[src/rtl/pte_ad_updater.sv]
// Hardware A/D-bit updater for Sv39 leaf PTEs: sets A (and D on a store) with a
// 64-bit AMO-OR to the PTE address and returns the resulting PTE fields or a fault.
module pte_ad_updater #(
    parameter int PADDR_BITS = 32,
    parameter int PPN_BITS   = 44,
    parameter int MAX_RETRY  = 3
) (
    input  logic                  clock,
    input  logic                  reset,
    input  logic                  io_req_valid,
    output logic                  io_req_ready,
    input  logic [PADDR_BITS-1:0] io_req_addr,
    input  logic                  io_req_store,
    input  logic [PPN_BITS-1:0]   io_req_ppn,
    input  logic                  io_req_d,
    input  logic                  io_req_a,
    input  logic                  io_req_g,
    input  logic                  io_req_u,
    input  logic                  io_req_x,
    input  logic                  io_req_w,
    input  logic                  io_req_r,
    input  logic                  io_req_v,
    output logic                  io_mem_req_valid,
    input  logic                  io_mem_req_ready,
    output logic [PADDR_BITS-1:0] io_mem_req_addr,
    output logic [63:0]           io_mem_req_data,
    input  logic                  io_mem_resp_valid,
    input  logic                  io_mem_resp_nack,
    input  logic [63:0]           io_mem_resp_data,
    output logic                  io_resp_valid,
    input  logic                  io_resp_ready,
    output logic [PPN_BITS-1:0]   io_resp_ppn,
    output logic                  io_resp_d,
    output logic                  io_resp_a,
    output logic                  io_resp_g,
    output logic                  io_resp_u,
    output logic                  io_resp_x,
    output logic                  io_resp_w,
    output logic                  io_resp_r,
    output logic                  io_resp_v,
    output logic                  io_resp_fault,
    output logic                  io_resp_skipped
);

    localparam int CNT_W = (MAX_RETRY < 2) ? 1 : $clog2(MAX_RETRY + 1);

    typedef enum logic [1:0] {IDLE, MREQ, WAIT, RESP} state_e;

    state_e                state_q, state_d;
    logic [PADDR_BITS-1:0] addr_q, addr_d;
    logic                  store_q, store_d;
    logic [PPN_BITS-1:0]   ppn_q, ppn_d;
    logic [7:0]            flags_q, flags_d;
    logic [CNT_W-1:0]      retry_q, retry_d;
    logic                  req_ready_q, req_ready_d;
    logic                  mem_req_valid_q, mem_req_valid_d;
    logic                  resp_valid_q, resp_valid_d;
    logic [PPN_BITS-1:0]   resp_ppn_q, resp_ppn_d;
    logic [7:0]            resp_flags_q, resp_flags_d;
    logic                  resp_fault_q, resp_fault_d;
    logic                  resp_skipped_q, resp_skipped_d;

    logic [7:0]            req_flags;
    logic                  req_bad;
    logic                  req_done;
    logic [CNT_W-1:0]      retry_inc;
    logic [PPN_BITS-1:0]   old_ppn;
    logic                  old_stale;
    logic                  unused_rsw;

    // Flag byte uses the PTE bit layout: {d,a,g,u,x,w,r,v}
    assign req_flags = {io_req_d, io_req_a, io_req_g, io_req_u,
                        io_req_x, io_req_w, io_req_r, io_req_v};
    assign req_bad   = !io_req_v || (io_req_w && !io_req_r) || (!io_req_r && !io_req_x);
    assign req_done  = io_req_a && (io_req_d || !io_req_store);
    assign retry_inc = retry_q + CNT_W'(1);
    assign old_ppn   = io_mem_resp_data[10 +: PPN_BITS];
    assign old_stale = !io_mem_resp_data[0] || (old_ppn != ppn_q);
    assign unused_rsw = ^{io_mem_resp_data[63:54], io_mem_resp_data[9:8]};

    always_comb begin
        state_d         = state_q;
        addr_d          = addr_q;
        store_d         = store_q;
        ppn_d           = ppn_q;
        flags_d         = flags_q;
        retry_d         = retry_q;
        req_ready_d     = req_ready_q;
        mem_req_valid_d = mem_req_valid_q;
        resp_valid_d    = resp_valid_q;
        resp_ppn_d      = resp_ppn_q;
        resp_flags_d    = resp_flags_q;
        resp_fault_d    = resp_fault_q;
        resp_skipped_d  = resp_skipped_q;
        unique case (state_q)
            IDLE: begin
                if (io_req_valid) begin
                    addr_d         = io_req_addr;
                    store_d        = io_req_store;
                    ppn_d          = io_req_ppn;
                    flags_d        = req_flags;
                    retry_d        = '0;
                    req_ready_d    = 1'b0;
                    resp_ppn_d     = io_req_ppn;
                    resp_flags_d   = req_flags;
                    resp_fault_d   = 1'b0;
                    resp_skipped_d = 1'b0;
                    if (req_bad) begin
                        state_d      = RESP;
                        resp_valid_d = 1'b1;
                        resp_fault_d = 1'b1;
                    end else if (req_done) begin
                        state_d        = RESP;
                        resp_valid_d   = 1'b1;
                        resp_skipped_d = 1'b1;
                    end else begin
                        state_d         = MREQ;
                        mem_req_valid_d = 1'b1;
                    end
                end
            end
            MREQ: begin
                if (io_mem_req_ready) begin
                    state_d         = WAIT;
                    mem_req_valid_d = 1'b0;
                end
            end
            WAIT: begin
                if (io_mem_resp_valid) begin
                    if (io_mem_resp_nack) begin
                        retry_d = retry_inc;
                        if (retry_inc == CNT_W'(MAX_RETRY)) begin
                            state_d        = RESP;
                            resp_valid_d   = 1'b1;
                            resp_fault_d   = 1'b1;
                            resp_ppn_d     = ppn_q;
                            resp_flags_d   = flags_q;
                            resp_skipped_d = 1'b0;
                        end else begin
                            state_d         = MREQ;
                            mem_req_valid_d = 1'b1;
                        end
                    end else begin
                        state_d        = RESP;
                        resp_valid_d   = 1'b1;
                        resp_skipped_d = 1'b0;
                        // A cleared V or moved PPN means the PTE was rewritten since the walk
                        if (old_stale) begin
                            resp_fault_d = 1'b1;
                            resp_ppn_d   = ppn_q;
                            resp_flags_d = flags_q;
                        end else begin
                            resp_fault_d = 1'b0;
                            resp_ppn_d   = old_ppn;
                            resp_flags_d = {io_mem_resp_data[7] | store_q, 1'b1,
                                            io_mem_resp_data[5:0]};
                        end
                    end
                end
            end
            RESP: begin
                if (io_resp_ready) begin
                    state_d      = IDLE;
                    resp_valid_d = 1'b0;
                    req_ready_d  = 1'b1;
                end
            end
            default: state_d = IDLE;
        endcase
    end

    always_ff @(posedge clock or negedge reset) begin
        if (!reset) begin
            state_q         <= IDLE;
            addr_q          <= '0;
            store_q         <= 1'b0;
            ppn_q           <= '0;
            flags_q         <= '0;
            retry_q         <= '0;
            req_ready_q     <= 1'b1;
            mem_req_valid_q <= 1'b0;
            resp_valid_q    <= 1'b0;
            resp_ppn_q      <= '0;
            resp_flags_q    <= '0;
            resp_fault_q    <= 1'b0;
            resp_skipped_q  <= 1'b0;
        end else begin
            state_q         <= state_d;
            addr_q          <= addr_d;
            store_q         <= store_d;
            ppn_q           <= ppn_d;
            flags_q         <= flags_d;
            retry_q         <= retry_d;
            req_ready_q     <= req_ready_d;
            mem_req_valid_q <= mem_req_valid_d;
            resp_valid_q    <= resp_valid_d;
            resp_ppn_q      <= resp_ppn_d;
            resp_flags_q    <= resp_flags_d;
            resp_fault_q    <= resp_fault_d;
            resp_skipped_q  <= resp_skipped_d;
        end
    end

    assign io_req_ready     = req_ready_q;
    assign io_mem_req_valid = mem_req_valid_q;
    assign io_mem_req_addr  = addr_q & ~PADDR_BITS'(7);
    assign io_mem_req_data  = {56'd0, store_q, 1'b1, 6'd0};
    assign io_resp_valid    = resp_valid_q;
    assign io_resp_ppn      = resp_ppn_q;
    assign io_resp_d        = resp_flags_q[7];
    assign io_resp_a        = resp_flags_q[6];
    assign io_resp_g        = resp_flags_q[5];
    assign io_resp_u        = resp_flags_q[4];
    assign io_resp_x        = resp_flags_q[3];
    assign io_resp_w        = resp_flags_q[2];
    assign io_resp_r        = resp_flags_q[1];
    assign io_resp_v        = resp_flags_q[0];
    assign io_resp_fault    = resp_fault_q;
    assign io_resp_skipped  = resp_skipped_q;

endmodule

[config.mk]
export PLATFORM = sky130hd
export DESIGN_NAME = pte_ad_updater
export DESIGN_NICKNAME = d
export VERILOG_FILES = /design/src/rtl/pte_ad_updater.sv
export SDC_FILE = /design/constraint.sdc
export NUM_CORES = 1
export LEC_CHECK = 0
export CAP_MARGIN = 20
export CELL_PAD_IN_SITES_DETAIL_PLACEMENT = 0
export CELL_PAD_IN_SITES_GLOBAL_PLACEMENT = 1
export CORE_MARGIN = 1.5
export CORE_UTILIZATION = 29
export CTS_BUF_LIST = sky130_fd_sc_hd__clkbuf_4 sky130_fd_sc_hd__clkbuf_8 sky130_fd_sc_hd__clkbuf_16
export CTS_CLUSTER_DIAMETER = 60
export DETAILED_ROUTE_END_ITERATION = 6
export MAX_ROUTING_LAYER = met4
export PLACE_DENSITY = 0.73
export SLEW_MARGIN = 20
export SYNTH_ARGS = -nofsm -noshare
export SYNTH_HDL_FRONTEND = slang
export SYNTH_SLANG_ARGS = --single-unit
export TNS_END_PERCENT = 10
[constraint.sdc]
create_clock -name clock -period 1.7 [get_ports clock]
set_clock_uncertainty 0.05 [all_clocks]
set_input_delay 0.34 -clock clock [delete_from_list [all_inputs] [get_ports clock]]
set_output_delay 0.34 -clock clock [all_outputs]
set_load 0.01 [all_outputs]
==> metrics.txt <==
status=complete, but fails checks; violated checks=setup timing; fmax=500 MHz; First-pass DRT Iterations=4; RSZ-0062 raised after global routing=true; xor/xnor share of the synthesized area=0.0493; share of layout cells above drive strength 1=0.288; Die Footprint=0.0254 mm²; Mean Syn Cell Area=11.7 µm²; dpl ws=-1.02 ns; Multi-input gate area=0.00342 mm²; Die H=159 µm; cells after synthesis=608; setup TNS=-12.86 ns; drc violations=0; largest family of logic cells by synthesized area=multiplexers; CP required=1.94 ns; commonest non-fill, non-tap cell in the layout=dfrtp_1; Post-DP HPWL=15100 µm; final WL=22200 µm; Final Hold Fails=0; Synth cell types=47; clock buffer depth=2; cell family with most CP delay=simple AND/OR/NAND/NOR gates; vias per cell=4.49; num rows=57; # port buffers=226; largest net degree at the start of global routing=49; prevailing post-synth register cell=dfrtp_1; top cell type's share of synthesized area=0.501; CTS Root Cell=clkbuf_16; reg-to-reg startpoint=ppn_q[18]; Worst-Skew Late Latency=0.42 ns; ranking of synthesized cells by area=dfrtp_1, mux2_2, buf_4; Overall Global Routing Usage=0.181; adder-cell area share of the yosys netlist=0.00176; Placed Cells=1199; Pleak=4.95 nW; async set-reset flop share out of synthesis=1.00; initial drt markers=250; Vias=5589; Routed WL per cell=17.8 µm; post-route cell area=0.0112 mm²; maximum vdd drop=853 µV; cell area after placement=0.0100 mm²; Hold Path Class=input port to async pin; reg-to-reg slack, setup=-0.30 ns; Register Area=0.00358 mm²; CP Cell Sequence=xnor2_1, nand4_1, nor4_4, nand4_4, buf_12, mux2i_1, o21ai_1; CP arrival=2.25 ns; antenna viol nets, final=0; routability cong.=0.773; Num CTS Buffers=17; utilization after layout=0.463; PD cells=1860 mW/mm²; synthesized area=0.00710 mm²; first-pass GRT wire length=34100 µm; antenna violations before repair=2; register area share after synthesis=0.504; max-cap check violation count=0; I/O pins=309; die width=159 µm; Critical Path Stages=7; most frequent cells in the layout=dfrtp_1, clkdlybuf4s50_1, nor2_1; CTS sink cnt=143; Synth Warn #=0; crit-path max cell delay=0.40 ns; post-route setup slack=-0.302 ns; post-synthesis compound-gate area fraction=0.116; Synth Register Bits=143; time the worst path needs with I/O delays and setup=2.00 ns; Post-Synth Simple-Gate Area=0.0860; Crit Path Class=register to register; number of synthesized flops with an enable pin=0; CP Buf/Inv Count=1; initial cell density of the core=0.294; worst r2r path cells=7; cell taking the most area after synthesis=dfrtp_1; Syn-to-layout area delta=57.6%; CTS tree=done; CTS H-Tree Depth=4; Core Region=0.0242 mm²; Power Total=20.8 mW; mux contribution to synthesized area=0.135; terminus of the critical flop-to-flop path=resp_flags_q[4]; Critical Path Sink Type=register; Worst-path clk slew=0.06 ns; final setup fails=118; grt ovf=0; final net count=1063; Final Slew Violations=0; vias in the first global route=5854; Startpoint Class=register; Max Fanout on Critical Path=6; Final Instance Count excl. Fillers=1245; slowest cell on the critical path=dfrtp_1; worst hold slack=0.285 ns; Filler cells=2280; final period utilization=1.18
## kinds of logic after synthesis
kind of cell / count (synthesis)
flip-flops: 143
AND/OR/NAND/NOR: 132
buffers and inverters: 111
AO/OA/AOI/OAI: 93
multiplexers: 86
XOR/XNOR: 40
other: 2
adder cells (fa/ha/maj): 1
## per-layer routing
layer	routed length, µm	GRT usage	vias up
met1	9890	0.224	2755
li1	-	-	2607
met4	170	0.0407	0
met2	10500	0.284	212
met3	1590	0.0625	15
met5	0	-	-
## layout make-up
| class | count | share of cell area |
|---|---|---|
| Tap cell | 324 | 0.0362 |
| Multi-Input combinational cell | 418 | 0.306 |
| Sequential cell | 143 | 0.320 |
| Inverter | 10 | 0.00358 |
| Antenna cell | 2 | 0.000447 |
| Timing Repair Buffer | 316 | 0.280 |
| Clock buffer | 19 | 0.0394 |
| Clock inverter | 13 | 0.0146 |
## synth_stat cells, types with 2 or more instances
cell type,number
mux2_2,78
a22oi_1,5
inv_1,10
dfrtp_1,142
nand3_1,3
buf_6,5
nor4_2,2
nor2b_1,4
nor2_1,93
xnor2_1,39
conb_1,2
nand4_1,9
a221oi_1,26
a21oi_1,4
buf_4,76
o22ai_1,2
nand2b_1,2
clkbuf_1,7
o21ai_0,20
nand2_1,13
a221oi_2,18
mux2i_1,8
a2bb2oi_1,2
o21ai_1,2
buf_2,13
a31oi_1,2
## worst max-delay path by stage
stage	slack [ns]	end	startpoint
3_3_place_gp	-1.01	resp_flags_q[7]	io_mem_resp_data[27]
4_1_cts	-0.32	resp_flags_q[4]	ppn_q[17]
6_report	-0.30	resp_flags_q[4]	ppn_q[18]
3_5_place_dp	-1.02	resp_flags_q[7]	io_mem_resp_data[27]
5_1_grt	-0.36	resp_flags_q[0]	ppn_q[17]
2_1_floorplan	-0.02	addr_q[17]	state_q[0]
## flip-flops by register name, indices dropped and copies added, names as in the netlist
signal,flops
store_q,1
io_resp_ppn,44
addr_q,29
io_resp_fault,1
io_req_ready,1
flags_q,8
resp_flags_q,8
retry_q,2
io_resp_valid,1
ppn_q,44
state_q,2
io_mem_req_valid,1
io_resp_skipped,1
## worst register-to-register path, delay by kind of cell (launching register included)
family / cells / cell delay, ns
xor gates and xnor gates: 1 / 0.28
and+or+nand+nor: 3 / 0.72
AOI/OAI and AO/OA: 1 / 0.09
muxes: 1 / 0.15
DFF: 1 / 0.40
buffers and inverters: 1 / 0.19
## where the power goes
| group | internal [mW] | switching (mW) | total (mW) |
|---|---|---|---|
| Clock | 2.35 | 1.55 | 3.90 |
| Sequential | 5.19 | 1.13 | 6.32 |
| Combinational | 5.63 | 4.96 | 10.6 |
| Total | 13.2 | 7.64 | 20.8 |
## repair_timing
action,CTS,global route
cloned,2,3
resized for setup,140,49
setup endpoints to repair,219,135
endpoints found under the hold margin,83,0
setup buffers,7,0
pin swaps,24,16
hold buffers,1,0
Power figures use the tool's default switching activity.
